==> config.mk <==
export PLATFORM = sky130hd
export DESIGN_NAME = header_parser
export DESIGN_NICKNAME = d
export VERILOG_FILES = /design/src/rtl/header_parser.sv
export SDC_FILE = /design/constraint.sdc
export NUM_CORES = 1
export LEC_CHECK = 0
export ABC_AREA = 1
export CORE_ASPECT_RATIO = 0.9
export CORE_MARGIN = 2
export CORE_UTILIZATION = 52
export DETAILED_ROUTE_END_ITERATION = 10
export HOLD_SLACK_MARGIN = 0.06
export PLACE_DENSITY_LB_ADDON = 0.1
export SLEW_MARGIN = 25
export SYNTH_ARGS = -nofsm -noshare
export SYNTH_HDL_FRONTEND = slang
export SYNTH_SLANG_ARGS = --single-unit
export TNS_END_PERCENT = 5
==> constraint.sdc <==
create_clock -name clock -period 1.95 [get_ports clock]
set_input_delay 0.2925 -clock clock [delete_from_list [all_inputs] [get_ports clock]]
set_output_delay 0.2925 -clock clock [all_outputs]
set_load 0.01 [all_outputs]
==> src/rtl/header_parser.sv <==
// ---------------------------------------------------------------------------
// header_parser
//   Receives a four-word routing header (source, destination, control,
//   checksum) on a 16-bit word stream. It captures the fields, then checks
//   the checksum, hop limit and payload length. A good header produces a
//   one-cycle start pulse that launches the downstream destination-check
//   stage. Every header ends with done, which stays high until the next en.
//
// Ports
//   clock          in   single clock, all logic on posedge
//   rst            in   synchronous active-high reset
//   en             in   arms the parser for the next header (idle only)
//   data_in        in   header word
//   data_valid     in   data_in valid this cycle
//   sourceID       out  captured word 0
//   destinationID  out  captured word 1
//   pkt_type       out  ctl[15:12]
//   hop_count      out  ctl[11:8]
//   pkt_length     out  ctl[7:0]
//   start          out  one-cycle pulse: header accepted, launch next stage
//   hdr_ok         out  header accepted
//   hdr_error      out  header rejected
//   err_code       out  0 none, 1 checksum, 2 hop limit, 3 length, 4 timeout
//   done           out  parse finished; held until next en
// ---------------------------------------------------------------------------
module header_parser #(
  parameter int WORD_WIDTH = 16,
  parameter int MAX_HOPS   = 15,
  parameter int MAX_LEN    = 64,
  parameter int TIMEOUT    = 32
) (
  input  logic                  clock,
  input  logic                  rst,
  input  logic                  en,
  input  logic [WORD_WIDTH-1:0] data_in,
  input  logic                  data_valid,
  output logic [WORD_WIDTH-1:0] sourceID,
  output logic [WORD_WIDTH-1:0] destinationID,
  output logic [3:0]            pkt_type,
  output logic [3:0]            hop_count,
  output logic [7:0]            pkt_length,
  output logic                  start,
  output logic                  hdr_ok,
  output logic                  hdr_error,
  output logic [2:0]            err_code,
  output logic                  done
);

  localparam int IDLE_W = $clog2(TIMEOUT + 1);
  localparam logic [IDLE_W-1:0] IDLE_LAST = IDLE_W'(TIMEOUT - 1);

  typedef enum logic [2:0] {
    S_HOLD, S_SRC, S_DST, S_CTL, S_CHK, S_FIN
  } state_t;

  state_t                state_reg, state_next;
  logic [WORD_WIDTH-1:0] src_reg, src_next;
  logic [WORD_WIDTH-1:0] dst_reg, dst_next;
  logic [3:0]            type_reg, type_next;
  logic [3:0]            hop_reg, hop_next;
  logic [7:0]            len_reg, len_next;
  logic [WORD_WIDTH-1:0] acc_reg, acc_next;
  logic [IDLE_W-1:0]     idle_reg, idle_next;
  logic                  start_reg, start_next;
  logic                  ok_reg, ok_next;
  logic                  err_reg, err_next;
  logic [2:0]            code_reg, code_next;
  logic                  done_reg, done_next;

  always_comb begin
    state_next = state_reg;
    src_next   = src_reg;
    dst_next   = dst_reg;
    type_next  = type_reg;
    hop_next   = hop_reg;
    len_next   = len_reg;
    acc_next   = acc_reg;
    idle_next  = idle_reg;
    start_next = 1'b0;      // start only ever lives for a single cycle
    ok_next    = ok_reg;
    err_next   = err_reg;
    code_next  = code_reg;
    done_next  = done_reg;

    case (state_reg)
      S_HOLD: begin
        if (en) begin
          src_next   = '0;
          dst_next   = '0;
          type_next  = '0;
          hop_next   = '0;
          len_next   = '0;
          acc_next   = '0;
          idle_next  = '0;
          ok_next    = 1'b0;
          err_next   = 1'b0;
          code_next  = 3'd0;
          done_next  = 1'b0;
          state_next = S_SRC;
        end
      end

      // No timeout while waiting for the first word of a packet.
      S_SRC: begin
        if (data_valid) begin
          src_next   = data_in;
          acc_next   = data_in;
          idle_next  = '0;
          state_next = S_DST;
        end
      end

      S_DST, S_CTL, S_CHK: begin
        if (data_valid) begin
          // An accept on the last allowed idle cycle beats the timeout.
          idle_next = '0;
          acc_next  = acc_reg ^ data_in;
          if (state_reg == S_DST) begin
            dst_next   = data_in;
            state_next = S_CTL;
          end else if (state_reg == S_CTL) begin
            type_next  = data_in[15:12];
            hop_next   = data_in[11:8];
            len_next   = data_in[7:0];
            state_next = S_CHK;
          end else begin
            // Checks in priority order: checksum, hop limit, length.
            err_next = 1'b1;
            if (data_in != acc_reg) begin
              code_next = 3'd1;
            end else if (int'(hop_reg) >= MAX_HOPS) begin
              code_next = 3'd2;
            end else if (len_reg == 8'd0 || int'(len_reg) > MAX_LEN) begin
              code_next = 3'd3;
            end else begin
              err_next   = 1'b0;
              ok_next    = 1'b1;
              start_next = 1'b1;
            end
            state_next = S_FIN;
          end
        end else if (idle_reg == IDLE_LAST) begin
          err_next   = 1'b1;
          code_next  = 3'd4;
          idle_next  = '0;
          state_next = S_FIN;
        end else begin
          idle_next = idle_reg + 1'b1;
        end
      end

      S_FIN: begin
        done_next  = 1'b1;
        state_next = S_HOLD;
      end

      default: state_next = S_HOLD;
    endcase
  end

  always_ff @(posedge clock) begin
    if (rst) begin
      state_reg <= S_HOLD;
      src_reg   <= '0;
      dst_reg   <= '0;
      type_reg  <= '0;
      hop_reg   <= '0;
      len_reg   <= '0;
      acc_reg   <= '0;
      idle_reg  <= '0;
      start_reg <= 1'b0;
      ok_reg    <= 1'b0;
      err_reg   <= 1'b0;
      code_reg  <= 3'd0;
      done_reg  <= 1'b0;
    end else begin
      state_reg <= state_next;
      src_reg   <= src_next;
      dst_reg   <= dst_next;
      type_reg  <= type_next;
      hop_reg   <= hop_next;
      len_reg   <= len_next;
      acc_reg   <= acc_next;
      idle_reg  <= idle_next;
      start_reg <= start_next;
      ok_reg    <= ok_next;
      err_reg   <= err_next;
      code_reg  <= code_next;
      done_reg  <= done_next;
    end
  end

  assign sourceID      = src_reg;
  assign destinationID = dst_reg;
  assign pkt_type      = type_reg;
  assign hop_count     = hop_reg;
  assign pkt_length    = len_reg;
  assign start         = start_reg;
  assign hdr_ok        = ok_reg;
  assign hdr_error     = err_reg;
  assign err_code      = code_reg;
  assign done          = done_reg;

endmodule

# == After elaboration in Yosys (flattened, before gate mapping) ==
# Cells that the tools add are included.
# word_totals
elab_cells,120
inputBits,20
romBits,0
regBits,80
mem_bits_rw,0
n_memories,0
latchBits,0
out_inout_bits,55
# classes
magnitude_cmp,2
n_eq_ne,21
reduce_logical,19
n_div,0
add_sub_neg,1
muxes,61
multipliers,0
shifts,0
n_bitwise,3
# ops
op,n
2-to-1 mux 16 bit,5
one-hot mux 16 bit (2 select lines),2
one-hot mux 16 bit (3 select lines),1
2-to-1 mux 3 bit,13
2-to-1 mux 8 bit,4
2-to-1 mux 4 bit,7
2-to-1 mux 6 bit,4
"!= test 2 bit, second input constant",10
one-hot mux 6 bit (3 select lines),1
2-to-1 mux 1 bit,16
!= test 16 bit,1
one-hot mux 4 bit (2 select lines),2
one-hot mux 8 bit (2 select lines),1
bitwise XOR 16 bit,1
AND reduction 5 bit,2
"!= test 3 bit, second input constant",3
one-hot mux 3 bit (3 select lines),1
AND reduction 3 bit,3
"greater-than comparator 8 x 7 -> 1 bit, second input constant",1
logical NOT 8 bit,1
AND reduction 4 bit,2
AND reduction 8 bit,1
OR reduction 7 bit,1
"adder 6 x 1 -> 6 bit, second input constant",1
other kinds (16),23

# == Depth between registers and ports, before layout ==
# logic_depth
ltp_word,9
ltp_mapped,12
depth_no_buf,12

# == Worst setup path before layout ==
# OpenSTA, ideal clock, no wires.
# synth_timing
path_type,reg2reg
startpoint,reg state_reg[2]
endpoint,"reg dst_reg[11], in the netlist destinationID[11]"
t_required_ns,1.834
setup_ns,0.116
period_less_slack_ns,1.463
n_path_buf,2
path_stages_with_launch,12
arrival_time_ns,1.347
path_slack_ns,0.487
cell_sequence,dfxtp_1 > buf_6 > inv_2 > o21ai_2 > nor2_4 > nand2_4 > inv_4 > nor2_4 > o21ai_4 > buf_6 > o21ai_1 > a21oi_1
# synth_via
elab_chain_cells,4
word_cells_on_any_way,11
classes_between,eq/ne (6); mux (1); reduce/logical (4)
# synth_rtl
element,line_no,text
"start, declared",56,"state_t state_reg, state_next;"
"start signal, assigned",177,state_reg <= state_next;
"== test 3 x 2 -> 1 bit, or another cell as far along","85, 118",
OR reduction 3 bit,85,case (state_reg)
!= test 2 bit (no source line) / nonzero test 2 bit (equally long branches),-,
AND reduction 4 bit (no source line),-,
"end signal, assigned",179,dst_reg <= dst_next;
"end, declared",58,"logic [WORD_WIDTH-1:0] dst_reg, dst_next;"
# Several ways; a longest one is shown, not always the timed one.
# A chain may end at the register's enable or synchronous reset.

# == Worst setup path in the final report ==
# layout_timing
startpoint,reg state_reg[2]
endpoint,"reg dst_reg[8], in the netlist destinationID[8]"
# Same word-level chain as after synthesis.

==> summary.txt <==
Run status
  – Status: complete, no violations

Placement
  – Detailed placement HPWL: 7210 um
  – Placed inst area: 4890 um2
  – I/O Buffers: 74
  – Post-place setup slack: -0.174 ns
  – Cell count after placement: 746
  – Gpl congestion: 0.885

Critical path
  – CP most frequent cell: nor2_4
  – Required @ worst endpoint: 2.16 ns
  – CP Buf/Inv Count: 2
  – Crit start category: register
  – Slowest-stage cell, CP: dfxtp_2
  – Crit-path max cell delay: 0.46 ns
  – Worst-path cell chain: inv_2 -> o21ai_2 -> nor2_4 -> nand2_4 -> inv_4 -> nor2_4 -> o21ai_4 -> o21ai_1 -> a21oi_1
  – WS Path Type: reg2reg
  – Crit path max fanout: 32
  – CP top delay family: compound AO/OA/AOI/OAI gates
  – Crit. End Element: register
  – CP arrival: 1.99 ns

Yosys
  – Synth Instances: 570
  – Simple-Gate Fraction of Synth Area: 0.235
  – FF+latch count, synth: 80
  – Sequential area share after synthesis: 0.410
  – Post-synth EDFFs: 0
  – Synth Area in XOR/XNOR: 0.00448
  – Mux contribution to synthesized area: 0
  – Synth Flop Type: dfxtp_1
  – Post-Synth Adder-Cell Area: 0.00320
  – Unique cell type count in the Yosys netlist: 31
  – Syn_nets: 591
  – Largest family of logic cells by synthesized area: simple AND/OR/NAND/NOR gates
  – Ys async rst share: 0
  – Yosys warns: 0
  – Mapped cell area: 3910 um2
  – Synth Area in Compound Gates: 0.224
  – Syn_area_per_cell: 6.86 um2

Job
  – Max-capacitance violation count: 0

Finish
  – Non-filler cells, final: 762
  – Ant. Diodes: 0
  – FILL cells: 611
  – Layout cell share with drive strength beyond 1: 0.114
  – Area grow syn2layout: 31.2%
  – Layout Nets: 685
  – Final Instance Area: 5130 um2
  – Final Util: 0.714

Clocking
  – Htree depth: 3
  – Clock buffer count from CTS: 9
  – Later-pin clock latency in the skew report: 0.35 ns
  – # hold bufs at CTS: 0
  – CTS tree: yes
  – Clock buffer depth: 2
  – Root buffer cell: clkbuf_8
  – Clock transition at path regs: 0.08 ns
  – Sink Count: 80

GRT
  – Initial antenna violation count: 0
  – GRT Overall Usage: 0.254
  – GR Util met3: 0.0652
  – Gr ovfl total: 0
  – GR peak layer: met2
  – GRT met1 Usage: 0.352
  – Routing usage on met2: 0.397
  – Largest net degree at the start of global routing: 73
  – First-pass GRT wire length: 16500 um
  – Vias in the first global route: 3578

Route
  – WL/cell: 13.1 um
  – First DRT Iteration DRCs: 283
  – DR vias/cell: 5.15
  – DRC: 0
  – Total number of vias: 3925
  – Post-DRT Antenna Nets: 0
  – TritonRoute pass-1 iters: 4
  – Total Routed Length: 10000 um

Pwr
  – Total power: 7.71 mW
  – Pwr dens: 1500 nW/um2
  – P_leak: 2.20 nW
  – IR drop worst, VDD: 809 uV

STA
  – Final Critical Period: 1.77 ns
  – Crit share post-route: 0.909
  – Final setup fails: 0
  – Slew at the pin closest to its max-slew limit: 0.815 ns
  – Final worst-path setup slack: 0.178 ns
  – Final Hold Vio Count: 0
  – Slew margin rel.: 0.455
  – Post-Route Skew: 0.00549 ns
  – RSZ-0062 raised after global routing: true
  – Fmax: 564 MHz
  – Slew Viols, Final: 0

Floorplan
  – Core area: 7180 um2
  – Die width: 95.4 um
  – Die area: 8230 um2
  – Rows: 29
  – Initial core utilization: 0.544
  – # IOs: 75
  – Die Span Y: 86.3 um

Min path
  – Min-delay worst type: reg2reg
-- routing by layer --
layer | wire length (um) | vias up | share of wire
met3 | 681 | 11 | 0.068
met5 | 0 | - | 0
met1 | 4720 | 1777 | 0.47
met2 | 4480 | 116 | 0.45
li1 | - | 2021 | -
met4 | 123 | 0 | 0.012
-- area by class of cell --
| type | count | area [um2] | share of cell area |
|---|---|---|---|
| multi-input combinational | 382 | 1830 | 0.357 |
| sequential | 80 | 1600 | 0.312 |
| timing repair buffer | 107 | 1030 | 0.200 |
| inverter | 84 | 320 | 0.0624 |
| clock buffer | 10 | 128 | 0.0249 |
| tap | 93 | 116 | 0.0227 |
| clock inverter | 6 | 108 | 0.0210 |
-- worst paths after layout --
path | from | to | slack [ns] | cells after the start
hold reg to reg | destinationID[1] | destinationID[1] | 0.44 | 2
setup / recovery | state_reg[2] | destinationID[8] | 0.18 | 9
setup reg to reg | state_reg[2] | destinationID[8] | 0.18 | 9
hold / removal | destinationID[1] | destinationID[1] | 0.44 | 2
-- per-stage QoR --
| stage | hold slack, ns | setup TNS, ns |
|---|---|---|
| 3_5_place_dp | 0.435 | -0.455 |
| 4_1_cts | 0.447 | 0 |
| 2_1_floorplan | 0.362 | 0 |
| 3_3_place_gp | 0.432 | -0.0109 |
| 5_1_grt | 0.461 | -0.0272 |
| 6_report | 0.444 | 0 |
-- cells in the final DEF, fill, tap and decap left out, types with 2 or more instances in the layout --
cell,instances
a21oi_1,75
a21oi_2,2
a31oi_1,2
buf_12,3
buf_4,30
bufinv_16,3
clkbuf_8,9
clkdlybuf4s50_1,74
clkinv_2,2
dfxtp_1,79
inv_1,78
inv_2,4
inv_4,2
nand2_1,129
nand2_2,4
nand2_4,2
nand3_1,7
nand4_1,3
nor2_1,55
nor2_4,6
nor3_1,3
o21ai_0,40
o21ai_1,40
o21ai_2,2
o22ai_1,2
xor2_1,2
-- kinds of logic (layout without fill, tap and decap cells) --
logic type      count (synthesis)  count (layout)
compound gates                167             167
xor+xnor                        2               2
fa+ha+maj                       1               1
buf+inv                       108             207
flops                          80              80
simple gates                  212             212
-- Yosys cell counts, types with 2 or more instances --
cell        n  share of area
nand2_1   129           0.12
dfxtp_1    80           0.41
inv_1      78          0.075
a21oi_1    75          0.096
nor2_1     55          0.053
o21ai_0    41          0.052
o21ai_1    39          0.050
buf_6       8          0.023
clkbuf_1    8         0.0077
nand3_1     8          0.010
buf_2       7         0.0090
nor2_4      6          0.017
inv_2       4         0.0038
nand2_2     4         0.0064
nand4_1     3         0.0048
nor3_1      3         0.0038
a21oi_2     2         0.0045
a31oi_1     2         0.0032
inv_4       2         0.0032
nand2_4     2         0.0058
o21ai_2     2         0.0045
o22ai_1     2         0.0032
xor2_1      2         0.0045
-- what timing repair did --
action,CTS,global route
setup endpoints to repair,0,18
gates resized for setup,0,3
buffers inserted,0,0
-- power breakdown --
part	total (mW)	internal (mW)	switching [mW]
clock network	1.45	0.846	0.600
registers	2.46	2.15	0.315
logic	3.80	1.58	2.22
-- worst min-delay path: cells and delay by family (launching register included) --
family                 cells  cell delay (ns)
AO/OA/AOI/OAI              1             0.05
buffers and inverters      1             0.05
flip-flops                 1             0.31
(Power assumes the default switching activity.)
